File: config.mk
export PLATFORM = sky130hd
export DESIGN_NAME = crop_ctrl
export DESIGN_NICKNAME = d
export VERILOG_FILES = /design/src/rtl/crop_ctrl.sv
export SDC_FILE = /design/constraint.sdc
export NUM_CORES = 1
export LEC_CHECK = 0
export ABC_CLOCK_PERIOD_IN_PS = 14200
export BUFFER_PORTS_ARGS = -buffer_cell sky130_fd_sc_hd__buf_2
export CAP_MARGIN = 10
export CORE_UTILIZATION = 30
export DETAILED_ROUTE_END_ITERATION = 10
export GPL_TIMING_DRIVEN = 0
export PLACE_DENSITY = 0.55
export SLEW_MARGIN = 20
export SYNTH_ARGS = -nofsm -noshare
export SYNTH_HDL_FRONTEND = slang
export SYNTH_SLANG_ARGS = --single-unit
export TNS_END_PERCENT = 30
File: constraint.sdc
create_clock -name S_AXIS_ACLK -period 14.2 [get_ports S_AXIS_ACLK]
set_input_delay 2.84 -clock S_AXIS_ACLK [delete_from_list [all_inputs] [get_ports S_AXIS_ACLK]]
set_output_delay 2.84 -clock S_AXIS_ACLK [all_outputs]
set_load 0.01 [all_outputs]
File: src/rtl/crop_ctrl.sv
// crop_ctrl: sequencer between the slave-side stream FIFO and the AXI-Stream master output.
// Pops one beat at a time, tracks pixel x/y from the FIFO SOF (user) and EOL (last) bits and
// forwards only the beats that fall inside the crop window latched on SOF. TUSER and TLAST are
// regenerated for the cropped frame.
//
// Ports:
//   S_AXIS_ACLK, S_AXIS_ARESETN            clock, asynchronous active-low reset
//   enable                                  start-of-frame enable, sampled on SOF beats only
//   crop_x0/y0/w/h                          crop window, latched on SOF
//   fifo_rd_en                              registered FIFO read strobe
//   fifo_data/user/last                     FIFO read data, valid the cycle after fifo_rd_en
//   fifo_empty                              registered FIFO empty flag
//   M_AXIS_TVALID/TREADY/TDATA/TUSER/TLAST  cropped output stream
//   busy                                    a frame is being processed
//   frame_done                              pulse on acceptance of the last window beat
module crop_ctrl #(
  parameter int unsigned C_S_AXIS_TDATA_WIDTH = 32,
  parameter int unsigned C_DIM_WIDTH          = 12
) (
  input  logic                            S_AXIS_ACLK,
  input  logic                            S_AXIS_ARESETN,
  input  logic                            enable,
  input  logic [C_DIM_WIDTH-1:0]          crop_x0,
  input  logic [C_DIM_WIDTH-1:0]          crop_y0,
  input  logic [C_DIM_WIDTH-1:0]          crop_w,
  input  logic [C_DIM_WIDTH-1:0]          crop_h,
  output logic                            fifo_rd_en,
  input  logic [C_S_AXIS_TDATA_WIDTH-1:0] fifo_data,
  input  logic                            fifo_user,
  input  logic                            fifo_last,
  input  logic                            fifo_empty,
  output logic                            M_AXIS_TVALID,
  input  logic                            M_AXIS_TREADY,
  output logic [C_S_AXIS_TDATA_WIDTH-1:0] M_AXIS_TDATA,
  output logic                            M_AXIS_TUSER,
  output logic                            M_AXIS_TLAST,
  output logic                            busy,
  output logic                            frame_done
);

  typedef logic [C_DIM_WIDTH-1:0] dim_t;
  typedef logic [C_DIM_WIDTH:0]   ext_t;

  localparam dim_t DimOne = dim_t'(1);
  localparam dim_t DimMax = '1;
  localparam ext_t ExtOne = ext_t'(1);

  // IdleRd/IdleCap pop and inspect beats while waiting for an enabled SOF.
  typedef enum logic [2:0] {
    StIdle, StIdleRd, StIdleCap, StFetch, StRead, StCapture, StOutput
  } state_e;

  state_e state_q, state_d;
  dim_t   x_q, x_d, y_q, y_d;
  dim_t   x0_q, x0_d, y0_q, y0_d, w_q, w_d, h_q, h_d;
  logic   first_q, first_d;
  logic   tvalid_q, tvalid_d;
  logic [C_S_AXIS_TDATA_WIDTH-1:0] tdata_q, tdata_d;
  logic   tuser_q, tuser_d, tlast_q, tlast_d;
  logic   done_beat_q, done_beat_d;
  logic   beat_last_q, beat_last_d;
  logic   rd_en_q;

  // Effective frame context for the beat being evaluated: an SOF substitutes fresh config
  // and pixel (0,0) in the same cycle it is captured.
  logic   start, eval_beat, eff_first, keep, row_end, last_row, adv_last;
  dim_t   eff_x, eff_y, eff_x0, eff_y0, eff_w, eff_h, adv_x, adv_y;
  ext_t   x_lim, y_lim;

  always_comb begin
    start = fifo_user & enable & ((state_q == StIdleCap) | (state_q == StCapture));
    if (start) begin
      eff_x     = '0;
      eff_y     = '0;
      eff_x0    = crop_x0;
      eff_y0    = crop_y0;
      eff_w     = crop_w;
      eff_h     = crop_h;
      eff_first = 1'b1;
    end else begin
      eff_x     = x_q;
      eff_y     = y_q;
      eff_x0    = x0_q;
      eff_y0    = y0_q;
      eff_w     = w_q;
      eff_h     = h_q;
      eff_first = first_q;
    end
    // Exclusive window limits, one bit wider so they never wrap.
    x_lim    = {1'b0, eff_x0} + {1'b0, eff_w};
    y_lim    = {1'b0, eff_y0} + {1'b0, eff_h};
    keep     = (eff_x >= eff_x0) && ({1'b0, eff_x} < x_lim) &&
               (eff_y >= eff_y0) && ({1'b0, eff_y} < y_lim);
    // A short input line (EOL before the window edge) also terminates the output line.
    row_end  = ({1'b0, eff_x} == (x_lim - ExtOne)) | fifo_last;
    last_row = ({1'b0, eff_y} == (y_lim - ExtOne));
    adv_last = (state_q == StOutput) ? beat_last_q : fifo_last;
    if (adv_last) begin
      adv_x = '0;
      adv_y = (eff_y == DimMax) ? eff_y : eff_y + DimOne;
    end else begin
      adv_x = (eff_x == DimMax) ? eff_x : eff_x + DimOne;
      adv_y = eff_y;
    end
    eval_beat = ((state_q == StIdleCap) && start) ||
                ((state_q == StCapture) && !(fifo_user && !enable));
  end

  always_comb begin
    state_d     = state_q;
    x_d         = x_q;
    y_d         = y_q;
    x0_d        = x0_q;
    y0_d        = y0_q;
    w_d         = w_q;
    h_d         = h_q;
    first_d     = first_q;
    tvalid_d    = tvalid_q;
    tdata_d     = tdata_q;
    tuser_d     = tuser_q;
    tlast_d     = tlast_q;
    done_beat_d = done_beat_q;
    beat_last_d = beat_last_q;

    unique case (state_q)
      StIdle:    if (!fifo_empty) state_d = StIdleRd;
      StIdleRd:  state_d = StIdleCap;
      StIdleCap: if (!start) state_d = StIdle;
      StFetch:   if (!fifo_empty) state_d = StRead;
      StRead:    state_d = StCapture;
      StCapture: if (fifo_user && !enable) state_d = StIdle;
      StOutput: begin
        if (M_AXIS_TREADY) begin
          tvalid_d = 1'b0;
          first_d  = 1'b0;
          x_d      = adv_x;
          y_d      = adv_y;
          state_d  = StFetch;
        end
      end
      default:   state_d = StIdle;
    endcase

    if (eval_beat) begin
      x0_d    = eff_x0;
      y0_d    = eff_y0;
      w_d     = eff_w;
      h_d     = eff_h;
      first_d = eff_first;
      if (keep) begin
        // Counters hold the kept pixel until it is accepted.
        tvalid_d    = 1'b1;
        tdata_d     = fifo_data;
        tuser_d     = eff_first;
        tlast_d     = row_end;
        done_beat_d = last_row;
        beat_last_d = fifo_last;
        x_d         = eff_x;
        y_d         = eff_y;
        state_d     = StOutput;
      end else begin
        x_d     = adv_x;
        y_d     = adv_y;
        state_d = StFetch;
      end
    end
  end

  always_ff @(posedge S_AXIS_ACLK or negedge S_AXIS_ARESETN) begin
    if (!S_AXIS_ARESETN) begin
      state_q     <= StIdle;
      x_q         <= '0;
      y_q         <= '0;
      x0_q        <= '0;
      y0_q        <= '0;
      w_q         <= '0;
      h_q         <= '0;
      first_q     <= 1'b0;
      tvalid_q    <= 1'b0;
      tdata_q     <= '0;
      tuser_q     <= 1'b0;
      tlast_q     <= 1'b0;
      done_beat_q <= 1'b0;
      beat_last_q <= 1'b0;
      rd_en_q     <= 1'b0;
    end else begin
      state_q     <= state_d;
      x_q         <= x_d;
      y_q         <= y_d;
      x0_q        <= x0_d;
      y0_q        <= y0_d;
      w_q         <= w_d;
      h_q         <= h_d;
      first_q     <= first_d;
      tvalid_q    <= tvalid_d;
      tdata_q     <= tdata_d;
      tuser_q     <= tuser_d;
      tlast_q     <= tlast_d;
      done_beat_q <= done_beat_d;
      beat_last_q <= beat_last_d;
      // Read states are only entered after a cycle of non-empty with no pop in flight,
      // so pulses are single-cycle and at least two cycles apart.
      rd_en_q     <= (state_d == StIdleRd) || (state_d == StRead);
    end
  end

  assign fifo_rd_en    = rd_en_q;
  assign M_AXIS_TVALID = tvalid_q;
  assign M_AXIS_TDATA  = tdata_q;
  assign M_AXIS_TUSER  = tuser_q;
  assign M_AXIS_TLAST  = tlast_q;
  assign busy          = (state_q != StIdle) && (state_q != StIdleRd) && (state_q != StIdleCap);
  assign frame_done    = tvalid_q & M_AXIS_TREADY & tlast_q & done_beat_q;

endmodule

==> qor.json <==
{
  "critPathArrivalTime_ns": 10.74,
  "grt_setup_unrepaired": "false",
  "timing.setup.tns_ns": 0,
  "floorplan.initialDensity_pct": 30.6,
  "period_minus_slack_ns": 10.43,
  "die-area_um2": 29100,
  "fill_cells": 2886,
  "syn_inst": 1008,
  "route.antenna.remaining_nets": 0,
  "worstSetupStartpointType": "input pin",
  "synth_flop_cell": "sky130_fd_sc_hd__dfrtp_1",
  "clkLatencyLatePin_ns": 0.43,
  "via_count_of_the_first_global_routing_pass": 7384,
  "hold_buffers": 0,
  "cts_made_buffers": 17,
  "max-slew-margin-rel_pct": 46.5,
  "dr.first_iter.drc_count": 603,
  "synth_cell_types": 78,
  "syn_area_per_cell_um2": 8.47,
  "reg2regPathDepth": 27,
  "endpoint_class_of_the_critical_path": "flop",
  "rows": 61,
  "max_cap_viol_count": 0,
  "timing.final.max_slew_violations": 0,
  "via_count": 7686,
  "core_area_um2": 27900,
  "r2r-end": "M_AXIS_TDATA[23]",
  "crit-reg2reg-launch": "state_q[0]",
  "h-tree-depth": 4,
  "clock_tree.buffer_depth": 2,
  "grt_start_max_net_pins": 66,
  "track_usage_pct": 17.2,
  "worstHoldStart": "h_q[2]",
  "dieWidth_um": 171,
  "post_cts.repair.setup_buffers": 0,
  "global_route_wire_length_before_repair_um": 38800,
  "synth_largest_area_cell": "sky130_fd_sc_hd__dfrtp_1",
  "final.setup_skew_ns": 0.0221,
  "fin_worst_hold_slack_ns": 0.465,
  "worst_hold_path.num_cells": 2,
  "place_ws_ns": 3.38,
  "timing.critical_path.fanout_max": 10,
  "synth_common_cells": "261 x sky130_fd_sc_hd__nand2_1, 114 x sky130_fd_sc_hd__dfrtp_1, 73 x sky130_fd_sc_hd__ha_1",
  "finalHoldViolCount": 0,
  "cts.sink_count": 114,
  "total_grt_overflow": 0,
  "run_status": "finished, final reports clean",
  "final_nets": 1314,
  "synth-seq-cells": 114,
  "synth_edf_count": 0,
  "clk_pin_slew_worst_paths_ns": 0.07,
  "grt_antenna_before_repair": 0,
  "postLayoutCoreUtil_pct": 36.8,
  "die_y_um": 171,
  "ys.warnings.count": 0,
  "number_of_port_buffers": 124,
  "reg2reg_slack_ns": 5.72,
  "drive_above_1_share_pct": 17.3,
  "place.gp.congestion": 0.865,
  "synthesis.nets": 1170,
  "cts-resized-gates": 0,
  "cts_tree": "done",
  "async_set_reset_flop_share_out_of_synthesis_pct": 100,
  "tightest_slew_ns": 0.803,
  "power.ir.vdd_worst_uv": 101,
  "synth_top_cell_area_share_pct": 33.4,
  "timing.critical_path.required_ns": 14.51,
  "yosysMostFrequentCell": "sky130_fd_sc_hd__nand2_1",
  "p_per_area_nw_per_um2": 249,
  "hp-class": "flop to flop",
  "synth_sequential_area_ratio_pct": 33.4,
  "setup-violations-final": 0,
  "remaining_drc_errors": 0,
  "power_leakage_nw": 5.41,
  "fin_ws_ns": 3.77,
  "wl_um": 24000,
  "detailed_place_hpwl_um": 18600,
  "worst_hold_path.endpoint": "h_q[2]",
  "syn_to_final_growth_pct": 20.1,
  "maxClockFrequency_mhz": 95.9,
  "netlist_area_um2": 8530,
  "synth.area.top_cells": "sky130_fd_sc_hd__dfrtp_1 33%, sky130_fd_sc_hd__nand2_1 11%, sky130_fd_sc_hd__ha_1 11%",
  "via_per_inst": 4.98,
  "timing.final.crit_share_pct": 73.4,
  "top_level_ports": 125,
  "timing.setup.critical_path_class": "input pin to flop",
  "p_total_mw": 2.56,
  "ctsRootBufferMaster": "sky130_fd_sc_hd__clkbuf_16",
  "firstDrtPassIters": 6,
  "route.detailed.wl_per_inst_um": 15.5,
  "insertedDiodeCount": 0
}
-- final cells by class --
class | count | area [µm²] | share of cell area (%)
multi-input cells | 795 | 5260 | 51.3
flip-flops and latches | 114 | 2850 | 27.8
repair buffers | 125 | 654 | 6.38
well taps | 378 | 473 | 4.61
clock buffers | 17 | 425 | 4.15
inverters | 60 | 225 | 2.20
plain buffers | 39 | 198 | 1.93
clock inverters | 15 | 164 | 1.60
-- how the worst max path moves through the flow --
| stage | cells past startpoint | to | from |
|---|---|---|---|
| after floorplan | 26 | y_q[1] | enable |
| after global placement | 27 | M_AXIS_TDATA[26] | enable |
| after detailed placement | 27 | M_AXIS_TDATA[23] | enable |
| after CTS | 27 | M_AXIS_TDATA[24] | enable |
| after global routing | 27 | M_AXIS_TDATA[23] | enable |
| final | 27 | M_AXIS_TDATA[23] | enable |
-- cell usage in the layout, fill, tap and decap left out, types with 22 or more instances in the layout --
cell                       count
sky130_fd_sc_hd__inv_1        60
sky130_fd_sc_hd__o21ai_0      22
sky130_fd_sc_hd__xnor2_1      40
sky130_fd_sc_hd__nand3_1      30
sky130_fd_sc_hd__dfrtp_1     114
sky130_fd_sc_hd__clkbuf_1     22
sky130_fd_sc_hd__mux2_1       27
sky130_fd_sc_hd__ha_1         73
sky130_fd_sc_hd__a21oi_1      40
sky130_fd_sc_hd__nor2_1       40
sky130_fd_sc_hd__buf_2       128
sky130_fd_sc_hd__nand2_1     261
-- metrics by stage --
step | std cells | instance area [µm²]
3_5_place_dp | 1511 | 9660
6_report | 1543 | 10200
5_1_grt | 1543 | 10200
4_1_cts | 1543 | 10200
3_3_place_gp | 1510 | 9630
2_1_floorplan | 1008 | 8530
-- logic make-up after synthesis --
family                   Yosys count  synth area share (%)
buffers and inverters             99                  4.96
AND/OR/NAND/NOR                  427                  22.3
multiplexers                      43                  5.67
adder cells (fa/ha/maj)           75                  11.2
flip-flops                       114                  33.4
AO/OA/AOI/OAI                    189                  16.0
XOR/XNOR                          61                  6.52
-- worst max-delay path: stages --
cell and delay (ns):
sky130_fd_sc_hd__buf_2 0.10, sky130_fd_sc_hd__and2_1 0.21, sky130_fd_sc_hd__o21ai_1 0.19, sky130_fd_sc_hd__buf_2 0.35, sky130_fd_sc_hd__buf_1 0.49, sky130_fd_sc_hd__clkbuf_1 0.48, sky130_fd_sc_hd__clkbuf_1 0.46, sky130_fd_sc_hd__clkbuf_1 0.57
sky130_fd_sc_hd__nand2_1 0.15, sky130_fd_sc_hd__nand2_1 0.19, sky130_fd_sc_hd__ha_1 0.26, sky130_fd_sc_hd__a21o_1 0.18, sky130_fd_sc_hd__a211o_1 0.32, sky130_fd_sc_hd__a2111oi_0 0.59, sky130_fd_sc_hd__o21ai_0 0.29, sky130_fd_sc_hd__xnor2_1 0.42
sky130_fd_sc_hd__ha_1 0.33, sky130_fd_sc_hd__o2111ai_1 0.08, sky130_fd_sc_hd__a31oi_1 0.07, sky130_fd_sc_hd__or4_1 0.48, sky130_fd_sc_hd__a21oi_1 0.23, sky130_fd_sc_hd__o22a_1 0.20, sky130_fd_sc_hd__o211ai_2 0.16, sky130_fd_sc_hd__nor2_2 0.29
sky130_fd_sc_hd__buf_6 0.23, sky130_fd_sc_hd__buf_6 0.22, sky130_fd_sc_hd__mux2_1 0.34
-- registers in the layout (all words and copies together), names as in the netlist, 3 cells and up --
name / flops
x0_q: 12
y0_q: 12
state_q: 3
x_q: 12
M_AXIS_TDATA: 32
h_q: 12
y_q: 12
w_q: 12
-- metal layers --
| metal | GRT usage, % | up-vias | wire (µm) |
|---|---|---|---|
| met5 | 0 | - | 0 |
| met4 | 5.68 | 0 | 440 |
| met2 | 28.9 | 159 | 11600 |
| met1 | 22.3 | 3687 | 11000 |
| met3 | 3.10 | 22 | 985 |
| li1 | - | 3818 | - |
-- report_power, final --
| part | total, mW | leakage, nW | internal, mW | switching, mW |
|---|---|---|---|---|
| clock | 0.445 | 0.289 | 0.250 | 0.194 |
| sequential | 0.495 | 1.50 | 0.443 | 0.0523 |
| combinational | 1.62 | 3.62 | 0.655 | 0.961 |
Note: power is estimated with default switching activity, not from simulation.
